### src/rtl/score_keeper.sv
// Per-round score keeper for the paddle game: binary and BCD score, lives,
// game-over flag and a session high score, all registered on the frame clock.
module score_keeper #(
  parameter int unsigned MAX_SCORE = 99,
  parameter int unsigned LIVES     = 3
) (
  input  logic        frame_clk,
  input  logic        Reset_n,
  input  logic        game_active,
  input  logic        clear,
  input  logic        hit_target,
  input  logic        hit_floor,
  output logic [10:0] Score,
  output logic [3:0]  hextotal,
  output logic [3:0]  hextotal2,
  output logic [3:0]  lives,
  output logic        game_over,
  output logic [10:0] high_score
);

  localparam logic [1:0] ST_IDLE   = 2'd0;
  localparam logic [1:0] ST_PLAY   = 2'd1;
  localparam logic [1:0] ST_PAUSED = 2'd2;
  localparam logic [1:0] ST_OVER   = 2'd3;

  localparam logic [10:0] MaxScore  = 11'(MAX_SCORE);
  localparam logic [3:0]  LivesInit = 4'(LIVES);

  logic [1:0]  state_q, state_d;
  logic [10:0] score_q, score_d;
  logic [3:0]  ones_q, ones_d;
  logic [3:0]  tens_q, tens_d;
  logic [3:0]  lives_q, lives_d;
  logic        over_q, over_d;
  logic [10:0] high_q, high_d;
  logic        hitPrev_q, floorPrev_q;

  logic hitEvt;
  logic floorEvt;
  logic canInc;

  // Collision strobes are levels; only their rising edges count.
  assign hitEvt   = hit_target & ~hitPrev_q;
  assign floorEvt = hit_floor & ~floorPrev_q;
  assign canInc   = hitEvt && (score_q < MaxScore);

  always_comb begin
    state_d = state_q;
    score_d = score_q;
    ones_d  = ones_q;
    tens_d  = tens_q;
    lives_d = lives_q;
    over_d  = over_q;
    high_d  = high_q;

    if (clear) begin
      state_d = ST_IDLE;
      score_d = 11'd0;
      ones_d  = 4'd0;
      tens_d  = 4'd0;
      lives_d = LivesInit;
      over_d  = 1'b0;
    end else begin
      case (state_q)
        ST_IDLE: begin
          if (game_active) state_d = ST_PLAY;
        end
        ST_PLAY: begin
          if (!game_active) begin
            state_d = ST_PAUSED;
          end else begin
            if (canInc) begin
              score_d = score_q + 11'd1;
              if (ones_q == 4'd9) begin
                ones_d = 4'd0;
                tens_d = tens_q + 4'd1;
              end else begin
                ones_d = ones_q + 4'd1;
              end
            end
            // A same-frame hit is already folded into score_d before the round ends.
            if (floorEvt) begin
              if (lives_q <= 4'd1) begin
                lives_d = 4'd0;
                state_d = ST_OVER;
                over_d  = 1'b1;
                if (score_d > high_q) high_d = score_d;
              end else begin
                lives_d = lives_q - 4'd1;
              end
            end
          end
        end
        ST_PAUSED: begin
          if (game_active) state_d = ST_PLAY;
        end
        default: begin
          state_d = ST_OVER;
        end
      endcase
    end
  end

  always_ff @(posedge frame_clk) begin
    if (!Reset_n) begin
      state_q     <= ST_IDLE;
      score_q     <= 11'd0;
      ones_q      <= 4'd0;
      tens_q      <= 4'd0;
      lives_q     <= LivesInit;
      over_q      <= 1'b0;
      high_q      <= 11'd0;
      hitPrev_q   <= 1'b0;
      floorPrev_q <= 1'b0;
    end else begin
      state_q     <= state_d;
      score_q     <= score_d;
      ones_q      <= ones_d;
      tens_q      <= tens_d;
      lives_q     <= lives_d;
      over_q      <= over_d;
      high_q      <= high_d;
      hitPrev_q   <= hit_target;
      floorPrev_q <= hit_floor;
    end
  end

  assign Score      = score_q;
  assign hextotal   = ones_q;
  assign hextotal2  = tens_q;
  assign lives      = lives_q;
  assign game_over  = over_q;
  assign high_score = high_q;

endmodule

### config.mk
export PLATFORM = sky130hd
export DESIGN_NAME = score_keeper
export DESIGN_NICKNAME = d
export VERILOG_FILES = /design/src/rtl/score_keeper.sv
export SDC_FILE = /design/constraint.sdc
export NUM_CORES = 1
export LEC_CHECK = 0
export BUFFER_PORTS_ARGS = -buffer_cell sky130_fd_sc_hd__buf_2
export CORE_ASPECT_RATIO = 0.75
export CORE_MARGIN = 3
export CORE_UTILIZATION = 40
export CTS_BUF_LIST = sky130_fd_sc_hd__clkbuf_16
export CTS_CLUSTER_SIZE = 40
export DETAILED_ROUTE_END_ITERATION = 6
export PLACE_DENSITY = 0.6
export REMOVE_ABC_BUFFERS = 1
export SYNTH_ARGS = -nofsm -noshare
export SYNTH_HDL_FRONTEND = slang
export SYNTH_SLANG_ARGS = --single-unit
export TNS_END_PERCENT = 1
### constraint.sdc
create_clock -name frame_clk -period 3.6 [get_ports frame_clk]
set_input_delay 0.72 -clock frame_clk [delete_from_list [all_inputs] [get_ports frame_clk]]
set_output_delay 0.72 -clock frame_clk [all_outputs]
set_load 0.02 [all_outputs]
* Word level (Yosys, flattened, before mapping)
Index checks and enable logic that the tools add are counted.
** Word-level totals
- Register bits after elaboration :: 39
- Input port bits :: 6
- Output and inout port bits :: 35
- Logic and storage cells :: 50
** Cells by class
- Add/subtract/negate cells :: 4
- Order comparisons :: 3
- Eq/ne operators :: 6
- Mux-type cells :: 11
- Bitwise operators :: 6
- Reductions and logical operators :: 11
** Operator list (count)
- 11-bit 2-to-1 mux :: 4
- 11-bit by 1-bit adder with 11-bit output, second input constant :: 1
- 11-bit greater-than comparator :: 1
- 11-bit by 7-bit less-than comparator with 1-bit output, second input constant :: 1
- 3-bit AND reduction :: 3
- 4-bit by 1-bit adder with 4-bit output, second input constant :: 2
- 2-bit 2-to-1 mux :: 4
- 4-bit 2-to-1 mux :: 2
- 4-bit AND reduction :: 2
- 3-bit inequality test, second input constant :: 2
- 6-bit AND reduction :: 1
- 4-bit equality test, second input constant :: 1
- 4-bit by 1-bit <= comparator with 1-bit output, second input constant :: 1
- 1-bit inverter :: 4
- 2-bit one-hot mux with 2 select lines :: 1
- 2-bit OR reduction :: 2
- 4-bit by 1-bit subtractor with 4-bit output, second input constant :: 1
- 1-bit AND :: 2
- 2-bit by 1-bit equality test with 1-bit output, second input constant :: 1
- 2-bit equality test, second input constant :: 1
- 2-bit logical NOT :: 1
- 2-bit by 1-bit inequality test with 1-bit output, second input constant :: 1
- 2-bit AND reduction :: 1
- 1-bit logical AND :: 1

* Depth between registers and ports, before layout
- Word-level depth :: 9
- Gate-level depth with buffers :: 11
- Mapped depth without buffers :: 10

* Least setup slack after synthesis
OpenSTA, ideal clock, no wires.
- Path kind :: input port to flip-flop
- Start point :: input port hit_target
- End point :: register high_q[1], in the netlist high_score[1]
- Setup time :: 0.116 ns
- Arrival :: 3.119 ns
- Data required time :: 3.484 ns
- Slack :: 0.365 ns
- Stages on the path :: 10
- Cell sequence :: or4b_4 > nor2_4 > nand2_1 > mux2_2 > ha_1 > nand3b_1 > a211oi_1 > a2111oi_0 > nor2_2 > a31o_2
** On the way
- Cells in the longest elaborated chain, start to end :: 8
** Ends and longest elaborated chain
- from (decl) :: line 11 : input logic hit_target,
- 1-bit AND (*) :: line 43 : assign hitEvt = hit_target & ~hitPrev_q;
- 1-bit logical AND (*) :: line 45 : assign canInc = hitEvt && (score_q < MaxScore);
- 11-bit 2-to-1 mux (*) :: line 72 : if (canInc) begin
- 11-bit 2-to-1 mux (*) :: line 69 : if (!game_active) begin
- 11-bit 2-to-1 mux (*) :: line 64 : case (state_q)
- 11-bit 2-to-1 mux (*) :: line 56 : if (clear) begin
- 11-bit greater-than comparator :: line 87 : if (score_d > high_q) high_d = score_d;
- 6-bit AND reduction (no line)
- to (signal assigned) :: line 122 : high_q <= high_d;
- to (decl) :: line 35 : logic [10:0] high_q, high_d;
Every way passes the cells marked *; elsewhere a longest branch is shown, timed or not. The select of a mux whose other input is x is not followed.
A chain may end at the register's enable or synchronous reset.

* Final worst setup path
- Start point :: input port hit_target
- End point :: register high_q[3], in the netlist high_score[3]
Same word-level chain as after synthesis.

==> results_dict.tcl <==
set metrics [dict create \
    grt_pass1_wl_um 8330 \
    io_pins 41 \
    syn_inst 240 \
    initial_utilization 0.425 \
    cap_violations 0 \
    ir_drop_mv 0.182 \
    yosysTopAreaCellShare 0.366 \
    yosys.cell_types.count 48 \
    hold_buffers 0 \
    root_buffer "clkbuf_16" \
    grt_max_degree 20 \
    max_slew.worst_pin.slew_ns 0.732 \
    clk_pin_slew_ns 0.05 \
    dp_hpwl_um 3720 \
    drive_gt1_frac 0.245 \
    cts.sinks 39 \
    crit_fanout 10 \
    ant_nets 0 \
    hold_path.class "flip-flop to flip-flop" \
    synth_commonest_cells "dfxtp_1, nor2_1, inv_1" \
    core.rowCount 22 \
    final-hold-violation-count 0 \
    postCtsSetupRepairBufs 0 \
    n_fill_cell 513 \
    vias 1864 \
    area_growth_pct 20.3 \
    grt-ovfl-total 0 \
    drv_slew 0 \
    worstPathRequired_ns 3.82 \
    cts_max_path_buffers 2 \
    gp_congestion 0.803 \
    io_buffers 40 \
    synth_flop_cell "dfxtp_1" \
    cts_buffers 5 \
    hold_depth 2 \
    nNetsFinal 303 \
    cts_tree "yes" \
    r2r_cells 11 \
    p_leak_uw 0.00110 \
    synth-edff-count 0 \
    power_density_nw_per_um2 342 \
    wl_per_cell_um 14.1 \
    cts_resized 0 \
    finalCritPeriodShare 0.906 \
    avgSynthCellArea_um2 8.88 \
    core_area_um2 5010 \
    ys_ff_latch 39 \
    first_global_vias 1740 \
    slew_headroom 0.512 \
    synth.most_common_cell "dfxtp_1" \
    status "complete, no violations" \
    die_w_um 90.3 \
    cp-end-kind "flip-flop" \
    start_kind "primary input" \
    ys_warn_count 0 \
    routed_wl_um 4990 \
    worstSkewPairLatency_ns 0.28 \
    htree_levels 2 \
    grt_use_total 0.164 \
    yosysTopAreaCell "dfxtp_1" \
    drtIter0Drc 67 \
    fmax_ghz 0.307 \
    dieArea_um2 6250 \
    crit_type "primary input to flip-flop" \
    viasPerCell 5.27 \
    fin_area_um2 2560 \
    setup_viol 0 \
    finalCriticalPeriod_ns 3.26 \
    antenna_cells 0 \
    synthesis.area_um2 2130 \
    postPlaceCellArea_um2 2420 \
    route.detailed.drc 0 \
    drt-pass1-iter-count 4 \
    cp_data_arrival_time_ns 3.48 \
    synth-seq-area-share 0.366 \
    fin_util 0.512 \
    die_h_um 69.2 \
    finClkSkew_ns 0.00396 \
    antenna_found_initial 0 \
    synth_area_leaders "dfxtp_1, ha_1, nor2_1" \
    synthArstFlopShare 0 \
]
-- cells in the final DEF (no fill, tap or decap), types with 9 or more instances in the layout --
cell,n
a21oi_1,9
buf_2,40
nand4_1,14
nor2_1,24
nand2_1,12
inv_1,16
ha_1,15
dfxtp_1,39
nand3_1,9
-- flip-flops by register name, indices dropped and copies added (netlist names) --
signal,cells
high_score,11
state_q,2
hextotal2,4
floorPrev_q,1
Score,11
game_over,1
lives,4
hitPrev_q,1
hextotal,4
-- path summary, 6_finish.rpt --
check                             startpoint       endpoint  slack, ns
worst min-delay path            hextotal2[3]   hextotal2[3]       0.49
worst max-delay path              hit_target  high_score[3]       0.34
worst min register to register  hextotal2[3]   hextotal2[3]       0.49
worst max register to register      Score[9]  high_score[3]       0.40
-- worst max-delay path, stage by stage --
cell and delay [ns]:
buf_2 0.09, or4b_4 0.52, nor2_4 0.17, nand2_1 0.07, mux2_2 0.28, ha_1 0.29, nand3b_1 0.07, a211oi_1 0.38
a2111oi_2 0.10, buf_4 0.16, nor2_2 0.40, a31o_2 0.22
-- final cells by class --
cell class,instances,area (um^2),share of cell area
Timing Repair Buffer,46,245,0.0957
Inverter,16,60.1,0.0234
Clock inverter,2,8.76,0.00342
Clock buffer,5,125,0.0488
Tap cell,72,90.1,0.0351
Sequential cell,39,781,0.305
Multi-Input combinational cell,174,1250,0.489
-- stage by stage --
step                instances  total power (uW)  worst slack, ns  hold slack [ns]  setup TNS, ns
floorplan                 229               464            0.137            0.489              0
global placement          347               478            0.147            0.472              0
detailed placement        347               478           0.0960            0.478              0
CTS                       354               887            0.369            0.487              0
global route              354               907        -0.000100            0.517      -0.000100
finish                    354               878            0.338            0.486              0
-- routing by layer --
layer / vias up / GRT usage / routed length [um]
li1: 967 / - / -
met1: 854 / 0.246 / 2720
met2: 39 / 0.228 / 2000
met3: 4 / 0.0423 / 225
met4: 0 / 0.0509 / 49
met5: - / 0 / 0
-- logic make-up after synthesis --
family / count (synthesis) / share of synthesized area
and+or+nand+nor: 96 / 0.251
AOI/OAI and AO/OA: 46 / 0.171
DFF: 39 / 0.366
buffers and inverters: 27 / 0.0487
adders and majority gates: 15 / 0.0881
xor gates and xnor gates: 11 / 0.0452
muxes: 6 / 0.0294
-- where the power goes --
part           internal, uW  switching (uW)  leakage, uW  total (uW)
combinational          11.2            22.5     0.000714        33.8
sequential              434            1.48     0.000315         435
clock                   249             160    0.0000671         408
total                   694             184      0.00110         878
Power figures use the tool's default switching activity.
